`src/rtl/vdp_cpu_bridge.sv`:
```
// Z80 I/O bus to VDP CPU request bridge: synchronizes the async strobes,
// decodes the port window and runs one req/ack handshake per bus cycle.
module vdp_cpu_bridge #(
  parameter logic [7:0]  PORT_BASE   = 8'h98,
  parameter int unsigned SYNC_STAGES = 2,
  parameter int unsigned ACK_TIMEOUT = 15
) (
  input  logic       clk,
  input  logic       reset,
  input  logic [7:0] A,
  input  logic       rd_iorq_n,
  input  logic       wr_iorq_n,
  input  logic [7:0] cd_in,
  output logic [7:0] cd_out,
  output logic       cd_oe,
  output logic       cs_n,
  output logic       req,
  output logic       wrt,
  output logic [1:0] port,
  output logic [7:0] dbo,
  input  logic       ack,
  input  logic [7:0] dbi,
  output logic       timeout
);

  typedef enum logic [2:0] {
    S_IDLE,
    S_WR_REQ,
    S_RD_REQ,
    S_RD_DRIVE,
    S_RELEASE
  } state_t;

  state_t r_state;

  logic [SYNC_STAGES-1:0]      r_rd_sync;
  logic [SYNC_STAGES-1:0]      r_wr_sync;
  logic [SYNC_STAGES-1:0][7:0] r_a_sync;
  logic [SYNC_STAGES-1:0][7:0] r_cd_sync;
  logic                        r_rd_prev;
  logic                        r_wr_prev;

  logic [7:0] r_cnt;
  logic [7:0] r_cd_out;
  logic       r_cd_oe;
  logic       r_cs_n;
  logic       r_req;
  logic       r_wrt;
  logic [1:0] r_port;
  logic [7:0] r_dbo;
  logic       r_timeout;

  logic       w_rd;
  logic       w_wr;
  logic [7:0] w_a;
  logic [7:0] w_cd;
  logic       w_rd_fall;
  logic       w_wr_fall;
  logic       w_hit;
  logic       w_expired;

  assign w_rd      = r_rd_sync[SYNC_STAGES-1];
  assign w_wr      = r_wr_sync[SYNC_STAGES-1];
  assign w_a       = r_a_sync[SYNC_STAGES-1];
  assign w_cd      = r_cd_sync[SYNC_STAGES-1];
  assign w_rd_fall = ~w_rd & r_rd_prev;
  assign w_wr_fall = ~w_wr & r_wr_prev;
  assign w_hit     = (w_a[7:2] == PORT_BASE[7:2]);
  assign w_expired = (r_cnt == 8'(ACK_TIMEOUT - 1));

  // Strobe stages reset high so reset release cannot look like a falling edge.
  always_ff @(posedge clk or posedge reset) begin
    if (reset) begin
      r_rd_sync <= '1;
      r_wr_sync <= '1;
      r_a_sync  <= '0;
      r_cd_sync <= '0;
      r_rd_prev <= 1'b1;
      r_wr_prev <= 1'b1;
    end else begin
      r_rd_sync <= {r_rd_sync[SYNC_STAGES-2:0], rd_iorq_n};
      r_wr_sync <= {r_wr_sync[SYNC_STAGES-2:0], wr_iorq_n};
      r_a_sync  <= {r_a_sync[SYNC_STAGES-2:0], A};
      r_cd_sync <= {r_cd_sync[SYNC_STAGES-2:0], cd_in};
      r_rd_prev <= w_rd;
      r_wr_prev <= w_wr;
    end
  end

  always_ff @(posedge clk or posedge reset) begin
    if (reset) begin
      r_state   <= S_IDLE;
      r_cnt     <= '0;
      r_cd_out  <= '0;
      r_cd_oe   <= 1'b0;
      r_cs_n    <= 1'b1;
      r_req     <= 1'b0;
      r_wrt     <= 1'b0;
      r_port    <= '0;
      r_dbo     <= '0;
      r_timeout <= 1'b0;
    end else begin
      r_timeout <= 1'b0;
      case (r_state)
        S_IDLE: begin
          if (w_hit && w_rd_fall && w_wr_fall) begin
            r_state <= S_RELEASE;
            r_cs_n  <= 1'b0;
          end else if (w_hit && w_wr_fall && w_rd) begin
            r_state <= S_WR_REQ;
            r_cs_n  <= 1'b0;
            r_req   <= 1'b1;
            r_wrt   <= 1'b1;
            r_port  <= w_a[1:0];
            r_dbo   <= w_cd;
            r_cnt   <= '0;
          end else if (w_hit && w_rd_fall && w_wr) begin
            r_state <= S_RD_REQ;
            r_cs_n  <= 1'b0;
            r_req   <= 1'b1;
            r_wrt   <= 1'b0;
            r_port  <= w_a[1:0];
            r_cnt   <= '0;
          end
        end
        S_WR_REQ: begin
          if (ack || w_expired) begin
            r_req     <= 1'b0;
            r_timeout <= ~ack;
            r_state   <= S_RELEASE;
          end else if (r_cnt != 8'hFF) begin
            r_cnt <= r_cnt + 8'd1;
          end
        end
        S_RD_REQ: begin
          if (ack || w_expired) begin
            r_req     <= 1'b0;
            r_timeout <= ~ack;
            r_cd_out  <= ack ? dbi : 8'hFF;
            // A read whose strobe already went away skips the drive phase.
            if (!w_rd) begin
              r_cd_oe <= 1'b1;
              r_state <= S_RD_DRIVE;
            end else begin
              r_cs_n  <= 1'b1;
              r_state <= S_IDLE;
            end
          end else if (r_cnt != 8'hFF) begin
            r_cnt <= r_cnt + 8'd1;
          end
        end
        S_RD_DRIVE: begin
          if (w_rd) begin
            r_cd_oe <= 1'b0;
            r_cs_n  <= 1'b1;
            r_state <= S_IDLE;
          end
        end
        S_RELEASE: begin
          if (w_rd && w_wr) begin
            r_cs_n  <= 1'b1;
            r_state <= S_IDLE;
          end
        end
        default: begin
          r_req   <= 1'b0;
          r_cd_oe <= 1'b0;
          r_cs_n  <= 1'b1;
          r_state <= S_IDLE;
        end
      endcase
    end
  end

  assign cd_out  = r_cd_out;
  assign cd_oe   = r_cd_oe;
  assign cs_n    = r_cs_n;
  assign req     = r_req;
  assign wrt     = r_wrt;
  assign port    = r_port;
  assign dbo     = r_dbo;
  assign timeout = r_timeout;

endmodule
```
`config.mk`:
```
export PLATFORM = sky130hd
export DESIGN_NAME = vdp_cpu_bridge
export DESIGN_NICKNAME = d
export VERILOG_FILES = /design/src/rtl/vdp_cpu_bridge.sv
export SDC_FILE = /design/constraint.sdc
export NUM_CORES = 1
export LEC_CHECK = 0
export CORE_UTILIZATION = 34
export DETAILED_ROUTE_END_ITERATION = 10
export SETUP_SLACK_MARGIN = 0.05
export SYNTH_ARGS = -nofsm -noshare
export SYNTH_HDL_FRONTEND = slang
export SYNTH_SLANG_ARGS = --single-unit
```
`constraint.sdc`:
```
create_clock -name clk -period 5.88 [get_ports clk]
set_clock_uncertainty 0.15 [all_clocks]
set_input_delay 0.882 -clock clk [delete_from_list [all_inputs] [get_ports clk]]
set_output_delay 0.882 -clock clk [all_outputs]
set_load 0.02 [all_outputs]
```
# After elaboration in Yosys (flattened, before gate mapping)
# Index checks and enable logic that the tools add are counted.
# W data, S select, Z words.
[classes]
addsub = 1
eq_ne = 18
n_mux = 37
bitwise = 9
reduce_logical = 21
[ops]
columns = ["operator", "n"]
rows = [
  ["$mux W8", 6],
  ["$mux W3", 7],
  ["$mux W1", 16],
  ["$pmux W8 S2", 1],
  ["$pmux W3 S5", 1],
  ["$ne A2 B2 Y1 const B", 7],
  ["$reduce_and A4 Y1", 3],
  ["$reduce_and A5 Y1", 2],
  ["$add A8 B1 Y8 const B", 1],
  ["$eq A8 B4 Y1 const B", 1],
  ["$ne A8 B8 Y1 const B", 1],
  ["$not A1 Y1", 7],
  ["$eq A3 B2 Y1 const B", 2],
  ["$eq A6 B6 Y1 const B", 1],
  ["$logic_and A1 B1 Y1", 6],
  ["$mux W2", 3],
  ["$pmux W1 S3", 2],
  ["$reduce_and A3 Y1", 2],
  ["$pmux W1 S5", 1],
  ["$ne A2 B1 Y1 const B", 2],
  ["$ne A4 B4 Y1 const B", 1],
  ["$reduce_bool A2 Y1", 2],
  ["$reduce_or A2 Y1", 2],
  ["$eq A3 B1 Y1 const B", 1],
  ["7 further kinds", 8],
]
[word_totals]
reg_bits = 72

# Depth between registers and ports, before layout
# Gate-level depths: netlist (run 1).
[depth]
depth_word = 8
depth_mapped = 7
ltp_nobuf = 6

# Worst setup path after synthesis (run 1)
# OpenSTA, ideal clock, no wires.
[synth_path]
kind = "input to register"
startpoint = "input ack"
endpoint = "register r_cnt[0]"
arrival_ns = 1.922
t_required_ns = 5.653
setup_slack_ns = 3.730
cell_stages = 4
path_cell_list = "clkbuf_1 -> or3_1 -> or4_1 -> a21oi_1"
[synth_via]
elab_chain_cells = 3
[synth_rtl]
columns = ["item", "line", "source"]
rows = [
  ["start, declared", "21", "input logic ack,"],
  ["$logic_or A1 B1 Y1", "127, 136", ""],
  ["$ne A2 B2 Y1 (no source line)", "n/a", ""],
  ["$reduce_and A5 Y1 (no source line)", "n/a", ""],
  ["end signal, assigned", "132", "r_cnt <= r_cnt + 8'd1;"],
  ["end signal, assigned", "149", "r_cnt <= r_cnt + 8'd1;"],
  ["end, declared", "43", "logic [7:0] r_cnt;"],
]
# Every way passes these cells.
# A chain may end at the register's enable or synchronous reset.

# Worst setup path in the final report (run 1)
[layout_path]
startpoint = "register r_cs_n, in the netlist cs_n"
endpoint = "output cs_n"
[layout_rtl]
columns = ["item", "line", "source"]
rows = [
  ["start, declared", "46", "logic r_cs_n;"],
  ["start signal, assigned", "96", "r_cs_n <= 1'b1;"],
  ["start signal, assigned", "108", "r_cs_n <= 1'b0;"],
  ["start signal, assigned", "111", "r_cs_n <= 1'b0;"],
  ["end, declared", "16", "output logic cs_n,"],
]
# No word-level cell between the ends.

==> results of run 1 <==
cells by family after synthesis:
family	count (synthesis)
compound gates	51
xor+xnor	2
fa+ha+maj	2
buf+inv	19
flops	72
mux	10
simple gates	65
layout by cell type, fill, tap and decap left out, drive strengths merged, types with 3 or more instances in the layout:
cell / n
mux2: 10
and3b: 3
or4: 4
inv: 13
nand3: 3
dfrtp: 65
clkdlybuf4s50: 51
o31ai: 3
clkbuf: 11
nand2: 15
o21ai: 6
o22a: 8
a21oi: 8
nor3: 4
o22ai: 3
o221ai: 6
dfstp: 7
nor2b: 5
nor2: 10
sequential cells by signal (all words and copies together), names as in the netlist, 2 cells and up:
| register | cells |
|---|---|
| r_cnt | 8 |
| port | 2 |
| r_wr_sync | 2 |
| cd_out | 8 |
| dbo | 8 |
| r_a_sync | 8 |
| w_cd | 8 |
| r_state | 3 |
| r_rd_sync | 2 |
| w_a | 8 |
| r_cd_sync | 8 |
area by class of cell:
| cell class | count | area (sq um) | area share, % |
|---|---|---|---|
| flip-flops and latches | 72 | 1810 | 50.1 |
| clock buffers | 11 | 131 | 3.64 |
| well taps | 102 | 128 | 3.53 |
| clock inverters | 5 | 56.3 | 1.56 |
| repair buffers | 52 | 518 | 14.3 |
| multi-input cells | 130 | 925 | 25.6 |
| inverters | 12 | 45.0 | 1.25 |
final timing paths:
path / startpoint / end / slack (ns) / cells after the start
setup / recovery: cs_n / cs_n / 3.32 / 1
max in group asynchronous: reset / w_a[6] / 4.03 / 3
hold reg to reg: r_a_sync[1] / w_a[1] / 0.20 / 0
min in group asynchronous: reset / dbo[1] / 0.98 / 3
setup reg to reg: r_state[1] / dbo[6] / 3.75 / 4
hold / removal: r_a_sync[1] / w_a[1] / 0.20 / 0
worst register-to-register path, stage by stage, from the launching register on:
cell	delay, ns
dfrtp_1	0.69
nor2_1	0.17
and4_1	0.25
nand2_1	0.37
mux2_2	0.39
per-layer routing:
metal / global-route usage (%) / up-vias
met3: 3.90 / 7
met5: 0 / -
li1: - / 919
met1: 19.6 / 905
met2: 19.4 / 79
met4: 6.15 / 0
power breakdown:
group | switching, mW | internal, mW
clock | 0.181 | 0.196
combinational | 0.216 | 0.194
sequential | 0.0893 | 0.582
total | 0.486 | 0.972
==> results.md, run 1 <==
- The worst pin sits at a relative slew slack of 42.2%.
- Timing analysis after detailed placement gives a worst setup slack of 3.16 ns.
- For this run, the detailed router's first-pass iteration total came to 4.
- The number of sinks driven by the clock tree is 72.
- Sequential cells were found to cover 64.3% of the synthesized design area.
- The required time reported for the critical path endpoint is 4.85 ns.
- Adding up every negative setup slack in the final design gives 0 ns.
- Walking the worst path, the cells encountered are clkdlybuf4s50_1.
- After synthesis the cells add up to 2810 sq um.
- The sort of element at the end of the critical path is a primary output.
- The end-of-flow core utilization is 46.0%.
- TritonCTS built the clock tree.
- The design draws 1.46 mW.
- The number of DRC markers in iteration 0 is 114.
- The power density over cell area is 404 nW/um^2.
- The cell type with the highest aggregate area in the netlist is dfrtp_1.
- Among all cell types in the netlist, the one instantiated most often is dfrtp_1.
- Synthesis handed over a netlist of 221 instances.
- The source-to-sink clock delay at the later pin of the worst-skew pair is 0.34 ns.
- The cell type of the slowest stage on the worst timing path is clkdlybuf4s50_1.
- The worst-case setup margin in the final layout is 3.32 ns.
- Along the worst path, the maximum fanout reaches 4.
- Counting flops with a built-in enable in the synthesized netlist gives 0.
- The max capacitance violation total is 0.
- The number of buffer cells added on primary ports is 51.
- The maximum level of the CTS H-tree is 3.
- 0 antenna diodes ended up in the layout.
- The initial antenna violation count came to 0.
- The leftover overflow at the end of global routing is 0.
- In the detailed route, the total length drawn on met3 is 319 um.
- The timing-limited maximum frequency is 391 MHz.
- The fraction of layout cells with a size suffix above 1 is 13.8%.
- The final setup violation count is 0.
- The arrival time of the worst setup path is 1.53 ns.
- Summed over all layers, the routed wires come to 5350 um.
- The number of cells after detailed placement is 368.
- At the pin with the least slew margin, the transition time is 0.868 ns.
- The run finished with clean final reports.
- After synthesis, the netlist uses 55 different library cells.
- The worst hold-check slack is 0.199 ns.
- The starting utilization of the core area is 35.9%.
- Yosys attributes the largest share of cell area to dfrtp_1 (58%), dfstp_2 (6.5%), mux2_2 (4.0%).
- The number of top-level pins is 52.
- The start-to-end type of the worst setup path is flip-flop to primary output.
- The combinational family with the most area after synthesis is compound AO/OA/AOI/OAI gates.
- The number of max-slew violations in the final report is 0.
- Setup repair after global routing left no endpoint under its margin.
- The maximum vdd ir drop is 226 uV.
- In this run the top signal layer used is met4.
- The per-instance average area after synthesis is 12.7 sq um.
- The finished layout holds 384 standard cells, fillers aside.
- The standby leakage power is 1.49 nW.
- The final weighted congestion in routability-driven placement is 0.823.
- The number of buffer and inverter instances along the worst setup path is 1.
- The worst path in the final design needs a cycle of 2.56 ns, including I/O delays and setup.
- The category of the worst setup path launch point is a flip-flop.
- The number of hold-slack violations in the final timing report is 0.
- In this run the vertical extent of the chip is 93.0 um.
- After layout, the worst path uses 43.5% of the clock period.
- The hold buffer count at cts is 0.
- Summed over all nets, the half-perimeter wirelength after detailed placement is 3480 um.
- Global routing consumed, over all layers together, 13.8% of the routing resources.
- The area of the die is 8640 sq um.
- Summing the areas of all xor and xnor instances in the mapped netlist gives 0.622% of the synthesized area.
- The layout has 735 filler cells.
- The total routed wire length on the met1 layer is 2540 um.
- Detailed routing inserted a total of 1910 vias.
- The number of global-route vias before repair is 1870.
- For this run, the number of Yosys warnings is 0.
- Summing all placed instances gives a cell area of 3430 sq um.
- The width of the chip is 93.0 um.
- The number of nets in the synthesized netlist is 252.
- The family of cells with the greatest summed delay on the critical path is buffers and inverters.
- The TritonCTS buffer count is 9.
- Once the clock tree was built, the setup fixing pass inserted 0 buffers.
- The synthesized design devotes to its leading area cell type 57.8% of total area.
- In the final design database the tool counted 308 nets.
- The post-synthesis share of cell area spent on and, or, nand and nor gates is 13.6%.
- The post-detailed-route wirelength per cell is 13.9 um.
- The post-synthesis share of cell area spent on full adders, half adders and majority gates is 0.889%.
- After synthesis, the most frequently instantiated cells are dfrtp_1 (65), nand2_1 (15), inv_1 (12).
- The post-cts repair resize count is 0.
- The commonest register cell after synthesis is dfrtp_1.
- For this run, design rule violations remaining after detail routing come to 0.
- The cell sitting at the root of the clock tree is a clkbuf_8.
- The first-pass GRT wire length is 9150 um.
- Relative to the synthesized area, the layout overhead comes to 28.4%.
- The largest stage delay on the critical path is 0.62 ns.
- Entering global routing, the biggest net connects 73 pins.
- Row generation in the floorplan step produced 32 rows.
- The via count normalized by instance count is 4.97.
- The tightest min-delay check is of the flip-flop to flip-flop type.
- The met2 routed wirelength is 2400 um.
- Summing the areas of all compound-gate instances in the mapped netlist gives 13.8% of the synthesized area.
- The clock edge transition at the registers on the reported setup and hold paths is 0.08 ns.
- Counting flops with an async set or reset pin after synthesis yields a share of 100%.
- Once detail routing completed, the nets flagged for antenna violations numbered 0.
- The final cell area excluding filler cells is 3610 sq um.
- The mux cell area share after synthesis is 4.00%.
- After floorplanning, the core was sized to cover 7850 sq um.
- The synthesized design contains 72 register bits.
- The worst-case clock buffer depth is 2.
Power figures use the tool's default switching activity.
==> run 2: changes to the inputs <==
==> constraint.sdc (replaced) <==
create_clock -name clk -period 2.41 [get_ports clk]
set_clock_uncertainty 0.15 [all_clocks]
set_input_delay 0.3615 -clock clk [delete_from_list [all_inputs] [get_ports clk]]
set_output_delay 0.3615 -clock clk [all_outputs]
set_load 0.02 [all_outputs]
==> results.md, run 2 (synthesis gave the netlist of run 1 again) <==
- Commonest cells after routing, fill and taps aside: dfrtp_1 (65), clkdlybuf4s50_1 (51), nand2_1 (15), inv_1 (11), mux2_2 (10) (unchanged).
- The number of buffers inserted by post-CTS setup repair is 0 (unchanged).
- The required time reported for the critical path endpoint was 2.49 ns (was 4.85 ns).
- The startpoint of the lowest-slack register-to-register path is r_cnt[0] (was r_state[1]).
- The sort of element at the end of the critical path was a flip-flop (was primary output).
- The initial antenna violation count is 0 (unchanged).
- The number of buffer and inverter instances along the worst setup path is 1 (unchanged).
- The first-pass iteration count of the detailed router is 4 (unchanged).
- The multi-input combinational cell area is 925 sq um (unchanged).
- For this run, the top clock speed supported by timing is 489 MHz.
- The maximum vdd ir drop is 445 uV (was 226 uV).
- The area of the placeable core is 7850 sq um (unchanged).
- The number of max-slew violations in the final report was 0 (unchanged).
- The max capacitance violation total is 0 (unchanged).
- The width of the chip was 93.0 um (unchanged).
- The global-route total usage across every layer was 13.9% (was 13.8%).
- The number of global-route vias before repair is 1984 (was 1870).
- The largest stage delay on the critical path is 0.47 ns (was 0.62 ns).
- The fraction of layout cells with a size suffix above 1 is 15.1% (was 13.8%).
- The final cell area excluding filler cells was 3670 sq um (was 3610 sq um).
- Unrepaired setup endpoints after global routing: no (unchanged).
- Result of the run: complete, no violations (unchanged).
- The number of DRC markers in iteration 0 came to 112 (was 114).
- The worst slack at placement is 0.248 ns (was 3.16 ns).
- The number of placement rows came to 32 (unchanged).
- The family of cells with the greatest summed delay on the critical path is compound AO/OA/AOI/OAI gates (was buffers and inverters).
- The filler cell count is 744 (was 735).
- The cell type of the slowest stage on the worst timing path is or3b_1 (was clkdlybuf4s50_1).
- The half-perimeter wire length after detailed placement is 3660 um (was 3480 um).
- The end of the worst register-to-register path is req (was dbo[6]).
- The number of design rule violations left after detail routing is 0 (unchanged).
- The buffer type at the clock tree root is clkbuf_8 (unchanged).
- The clock edge transition at the registers on the reported setup and hold paths was 0.07 ns (was 0.08 ns).
- The cell count of the worst reg-to-reg path was 6 (was 4).
- The area used by sequential logic in the layout was 1810 sq um (unchanged).
- The measured slew at the worst slew-check pin was 0.597 ns (was 0.868 ns).
- The first-pass GRT wire length is 9330 um (was 9150 um).
- The critical hold path startpoint is r_a_sync[3] (was r_a_sync[1]).
- The maximum level of the CTS H-tree is 3 (unchanged).
- The worst-case clock buffer depth was 2 (unchanged).
- The die height came to 93.0 um (unchanged).
- The number of sinks driven by the clock tree is 72 (unchanged).
- The final net count was 311 (was 308).
- The standby leakage power was 1.51 nW (was 1.49 nW).
- The post-detailed-route wirelength per cell is 13.6 um (was 13.9 um).
- The largest fanout on the critical path is 6 (was 4).
- The via count normalized by instance count came to 4.96 (was 4.97).
- The worst hold path class is flip-flop to flip-flop (unchanged).
- The worst-case setup margin in the final layout is 0.363 ns (was 3.32 ns).
- The TritonCTS buffer count is 9 (unchanged).
- The pin count of the biggest net entering global routing is 28 (was 73).
- The relative max-transition margin is 60.1% (was 42.2%).
- The total negative slack is 0 ns (unchanged).
- The layout overhead on the synthesized area is 30.4% (was 28.4%).
- The number of cells after detailed placement is 371 (was 368).
- The placed standard-cell area is 3470 sq um (was 3430 sq um).
- The count of inserted antenna diode cells is 0 (unchanged).
- The final weighted congestion in routability-driven placement is 0.830 (was 0.823).
- List of cells traversed by the critical path: inv_1 -> ha_1 -> or3b_1 -> o21bai_2 -> nand2_1 -> a32o_1 (was clkdlybuf4s50_1).
- The final setup violation count was 0 (unchanged).
- The number of buffer cells added on primary ports is 51 (unchanged).
- The area of the die is 8640 sq um (unchanged).
- The category of the worst setup path launch point is a flip-flop (unchanged).
- The CTS tree is built (unchanged).
- The starting utilization of the core area is 35.9% (unchanged).
- The number of top-level pins is 52 (unchanged).
- The post-cts repair resize count is 0 (unchanged).
- The most frequent standard cell in the layout excluding fill and tap cells is dfrtp_1 (unchanged).
- The hold buffer count at cts is 0 (unchanged).
- The non-filler instance count after layout came to 387 (was 384).
- The source-to-sink clock delay at the later pin of the worst-skew pair is 0.34 ns (about the same).
- The final period demand of the worst path is 2.05 ns.
- The total wire length after detailed routing is 5260 um (was 5350 um).
- The arrival time of the worst setup path came to 2.13 ns (was 1.53 ns).
- Of the available clock period, the critical path in the final layout requires 84.9%.
- The via count came to 1921 (was 1910).
- The leftover overflow at the end of global routing was 0 (unchanged).
- The remaining antenna violation count after routing is 0 (unchanged).
- The worst hold-check slack is 0.200 ns (was 0.199 ns).
- The worst reg-to-reg setup slack is 0.36 ns (was 3.75 ns).
- The instance count along the most critical hold path came to 0 (unchanged).
- The worst min-delay path endpoint was w_a[3] (was w_a[1]).
- The number of hold-slack violations in the final timing report came to 0 (unchanged).
- The power density over cell area is 978 nW/um^2 (was 404 nW/um^2).
- The start-to-end type of the worst setup path is flip-flop to flip-flop (was flip-flop to primary output).
## run 2: changes by cell type in the layout (fill, tap and decap cells not counted)
cell        previous run  this run
clkinv_4               0         1
clkbuf_1               2         1
buf_12                 0         2
clkinv_2               2         1
clkinvlp_4             1         2
buf_4                  1         2
## run 2: final cells by class
class | count | area share, %
Clock buffer | 10 | 3.48
Clock inverter | 6 | 1.84
Inverter | 12 | 1.23
Multi-Input combinational cell | 130 | 25.2
Sequential cell | 72 | 49.4
Tap cell | 102 | 3.48
Timing Repair Buffer | 55 | 15.4
## run 2: worst reg2reg max path, cell delays in order (launching register included)
cell	delay [ns]
dfrtp_1	0.43
inv_1	0.10
ha_1	0.15
or3b_1	0.47
o21bai_2	0.31
nand2_1	0.08
a32o_1	0.26
## run 2: where the power goes
group	leakage [nW]	internal (mW)	total, mW	switching (mW)
logic	0.560	0.492	1.03	0.538
clock network	0.0929	0.482	0.935	0.453
registers	0.860	1.42	1.62	0.203
total	1.51	2.39	3.59	1.19
## run 2: how the worst max path moves through the flow
stage,start,to,cells after the start
detailed placement,ack,r_cnt[7],5
CTS,cs_n,cs_n,1
global placement,ack,r_cnt[7],5
finish,r_cnt[0],req,6
global route,r_cnt[0],req,6
floorplan,reset,cd_oe,1
## run 2: routing by layer
| layer | GRT usage [%] | vias to the layer above | share of wire [%] |
|---|---|---|---|
| met5 | 0 | - | 0 |
| met4 | 5.64 | 0 | 1.5 |
| met3 | 4.39 | 9 | 6.9 |
| met2 | 21.3 | 62 | 45 |
| met1 | 18.4 | 929 | 46 |
| li1 | - | 921 | - |
## run 2: metrics by stage
stage	power, mW	utilization, %
global route	3.82	46.7
CTS	3.63	46.7
floorplan	2.27	-
finish	3.59	46.7
global placement	2.67	44.3
detailed placement	2.68	44.3
==> run 3: changes to the inputs <==
==> constraint.sdc (replaced) <==
create_clock -name clk -period 1.8 [get_ports clk]
set_clock_uncertainty 0.15 [all_clocks]
set_input_delay 0.27 -clock clk [delete_from_list [all_inputs] [get_ports clk]]
set_output_delay 0.27 -clock clk [all_outputs]
set_load 0.02 [all_outputs]
==> results.md, run 3 (synthesis gave the netlist of run 1 again) <==
- The first-pass iteration count of the detailed router was 4 (unchanged).
- The number of global-route vias before repair is 2069 (was 1984).
- The area of the placeable core is 7850 sq um (unchanged).
- The layout overhead on the synthesized area is 47.3% (was 30.4%).
- The power density over cell area is 1350 nW/um^2 (was 978 nW/um^2).
- The start-to-end type of the worst setup path is flip-flop to flip-flop (unchanged).
- The initial antenna violation count is 0 (unchanged).
- The post-detailed-route wirelength per cell is 14.0 um (was 13.6 um).
- The half-perimeter wire length after detailed placement is 4030 um (was 3660 um).
- The fraction of layout cells with a size suffix above 1 was 31.0% (was 15.1%).
- The power after layout is 5.58 mW (was 3.59 mW).
- The final weighted congestion in routability-driven placement came to 0.822 (was 0.830).
- The max capacitance violation total is 0 (unchanged).
- The arrival time of the worst setup path was 2.01 ns (was 2.13 ns).
- Commonest cells after routing, fill and taps aside: dfrtp_1 (64), clkdlybuf4s50_1 (32), buf_4 (32), nand2_1 (15), dlymetal6s2s_1 (13) (was dfrtp_1 (65), clkdlybuf4s50_1 (51), nand2_1 (15), inv_1 (11), mux2_2 (10)).
- The maximum vdd ir drop is 765 uV (was 445 uV).
- The remaining antenna violation count after routing is 0 (unchanged).
- The cell type of the slowest stage on the worst timing path is or3b_4 (was or3b_1).
- The category of the worst setup path launch point is a flip-flop (unchanged).
- The first-pass GRT wire length is 9700 um (was 9330 um).
- The number of max-slew violations in the final report is 0 (unchanged).
- The number of hold-slack violations in the final timing report came to 0 (unchanged).
- The measured slew at the worst slew-check pin is 0.548 ns (was 0.597 ns).
- The number of buffer cells added on primary ports is 51 (unchanged).
- The clock edge transition at the registers on the reported setup and hold paths is 0.08 ns (was 0.07 ns).
- The TritonCTS buffer count is 9 (unchanged).
- The leftover overflow at the end of global routing came to 0 (unchanged).
- List of cells traversed by the critical path: inv_2 -> ha_2 -> or3b_4 -> buf_6 -> o21bai_4 -> nand2_1 -> a32o_1 (was inv_1 -> ha_1 -> or3b_1 -> o21bai_2 -> nand2_1 -> a32o_1).
- The die height was 93.0 um (unchanged).
- The final period demand of the worst path came to 1.93 ns (was 2.05 ns).
- The buffer type at the clock tree root is clkbuf_8 (unchanged).
- The largest fanout on the critical path is 5 (was 6).
- The number of design rule violations left after detail routing is 0 (unchanged).
- The final setup violation count came to 20 (was 0).
- The final net count is 345 (was 311).
- The source-to-sink clock delay at the later pin of the worst-skew pair is 0.34 ns (about the same).
- The highest-utilization routing layer at the global route stage is met2 (unchanged).
- The number of sinks driven by the clock tree is 72 (unchanged).
- The total negative slack is -1.12 ns (was 0 ns).
- The largest stage delay on the critical path is 0.42 ns (was 0.47 ns).
- The via count was 2067 (was 1921).
- The global-route total usage across every layer is 14.7% (was 13.9%).
- The global routing met3 resource utilization is 5.20% (was 4.39%).
- The sort of element at the end of the critical path is a flip-flop (unchanged).
- The timing-limited maximum frequency came to 517 MHz (was 489 MHz).
- The checks that failed: setup timing.
- The worst-case clock buffer depth is 2 (unchanged).
- The standby leakage power was 1.85 nW (was 1.51 nW).
- The via count normalized by instance count is 4.91 (was 4.96).
- The most frequent standard cell in the layout excluding fill and tap cells was dfrtp_1 (unchanged).
- Result of the run: finished with violations (was complete, no violations).
- The required time reported for the critical path endpoint is 1.88 ns (was 2.49 ns).
- The CTS tree is built (unchanged).
- The total wire length after detailed routing came to 5870 um (was 5260 um).
- The global routing met1 resource utilization is 17.7% (was 18.4%).
- The relative max-transition margin is 62.5% (was 60.1%).
- The maximum level of the CTS H-tree is 3 (unchanged).
- The non-filler instance count after layout is 421 (was 387).
- The filler cell count is 685 (was 744).
- The count of inserted antenna diode cells is 0 (unchanged).
- The worst slack at placement is -0.216 ns (was 0.248 ns).
- Unrepaired setup endpoints after global routing: yes (was no).
- The worst hold path class was primary input to async pin (was flip-flop to flip-flop).
- The post-route fraction of the period consumed by the critical path came to 107% (was 84.9%).
- The number of cells after detailed placement was 398 (was 371).
- The met2 capacity usage during global routing came to 23.7% (was 21.3%).
- The worst-case setup margin in the final layout is -0.132 ns (was 0.363 ns).
- The width of the chip was 93.0 um (unchanged).
- The number of top-level pins is 52 (unchanged).
- The number of placement rows is 32 (unchanged).
- The number of DRC markers in iteration 0 was 80 (was 112).
- The pin count of the biggest net entering global routing is 34 (was 28).
- The starting utilization of the core area is 35.9% (unchanged).
- The area of the die is 8640 sq um (unchanged).
run 3: cell count changes in the layout (fill, tap and decap cells not counted), moves of 3 or more:
cell | previous run | this run
dlymetal6s2s_1 | 0 | 13
buf_4 | 2 | 32
clkdlybuf4s50_1 | 51 | 32
dlygate4sd2_1 | 0 | 6
buf_6 | 0 | 3
nor2_1 | 9 | 6
o221ai_1 | 6 | 3
o221ai_2 | 0 | 3
run 3: path summary, 6_finish.rpt:
| check | from | end | slack [ns] | depth (start not counted) |
|---|---|---|---|---|
| setup / recovery | r_cnt[0] | req | -0.13 | 7 |
| hold / removal | reset | w_cd[5] | 0.08 | 2 |
| setup reg to reg | r_cnt[0] | req | -0.13 | 7 |
| hold reg to reg | r_cd_sync[3] | w_cd[3] | 0.19 | 0 |
| max in group asynchronous | reset | r_wr_sync[0] | 0.90 | 3 |
| min in group clk | wr_iorq_n | r_wr_sync[0] | 0.18 | 1 |
run 3: what timing repair did:
item	in CTS	in global routing
resized for setup	13	34
hold buffers	0	0
buffers inserted	2	5
pin swaps	8	14
endpoints found under the setup margin	30	45
endpoints found under the hold margin	0	0
run 3: critical path: cells and delay by family, from the launching register on:
family,cells,cell delay [ns]
adders and majority gates,1,0.16
DFF,1,0.39
and+or+nand+nor,2,0.50
AOI/OAI and AO/OA,2,0.42
buffers and inverters,2,0.20
run 3: layout make-up:
| type | count | area (sq um) | share of cell area, % |
|---|---|---|---|
| Clock buffer | 10 | 128 | 3.08 |
| Inverter | 12 | 48.8 | 1.18 |
| Tap cell | 102 | 128 | 3.08 |
| Sequential cell | 72 | 1810 | 43.7 |
| Clock inverter | 6 | 115 | 2.78 |
| Timing Repair Buffer | 89 | 870 | 21.0 |
| Multi-Input combinational cell | 130 | 1040 | 25.2 |
run 3: power by group:
group | switching (mW) | internal [mW]
Combinational | 0.969 | 0.947
Sequential | 0.229 | 1.90
Clock | 0.601 | 0.928
Total | 1.80 | 3.78
run 3: routing by layer:
| metal | part of all wire, % | vias up | wire length (um) |
|---|---|---|---|
| met1 | 44 | 996 | 2590 |
| met3 | 5.4 | 16 | 316 |
| li1 | - | 996 | - |
| met2 | 48 | 59 | 2840 |
| met5 | 0 | - | 0 |
| met4 | 2.3 | 0 | 137 |
run 3: per-stage QoR:
stage | util, % | instance area [sq um] | hold slack, ns
after global routing | 52.8 | 4150 | 0.0874
after detailed placement | 47.4 | 3720 | 0.185
final | 52.8 | 4150 | 0.0774
after floorplan | - | 2850 | 0.124
after global placement | 47.4 | 3720 | 0.182
after CTS | 50.9 | 3990 | 0.0646
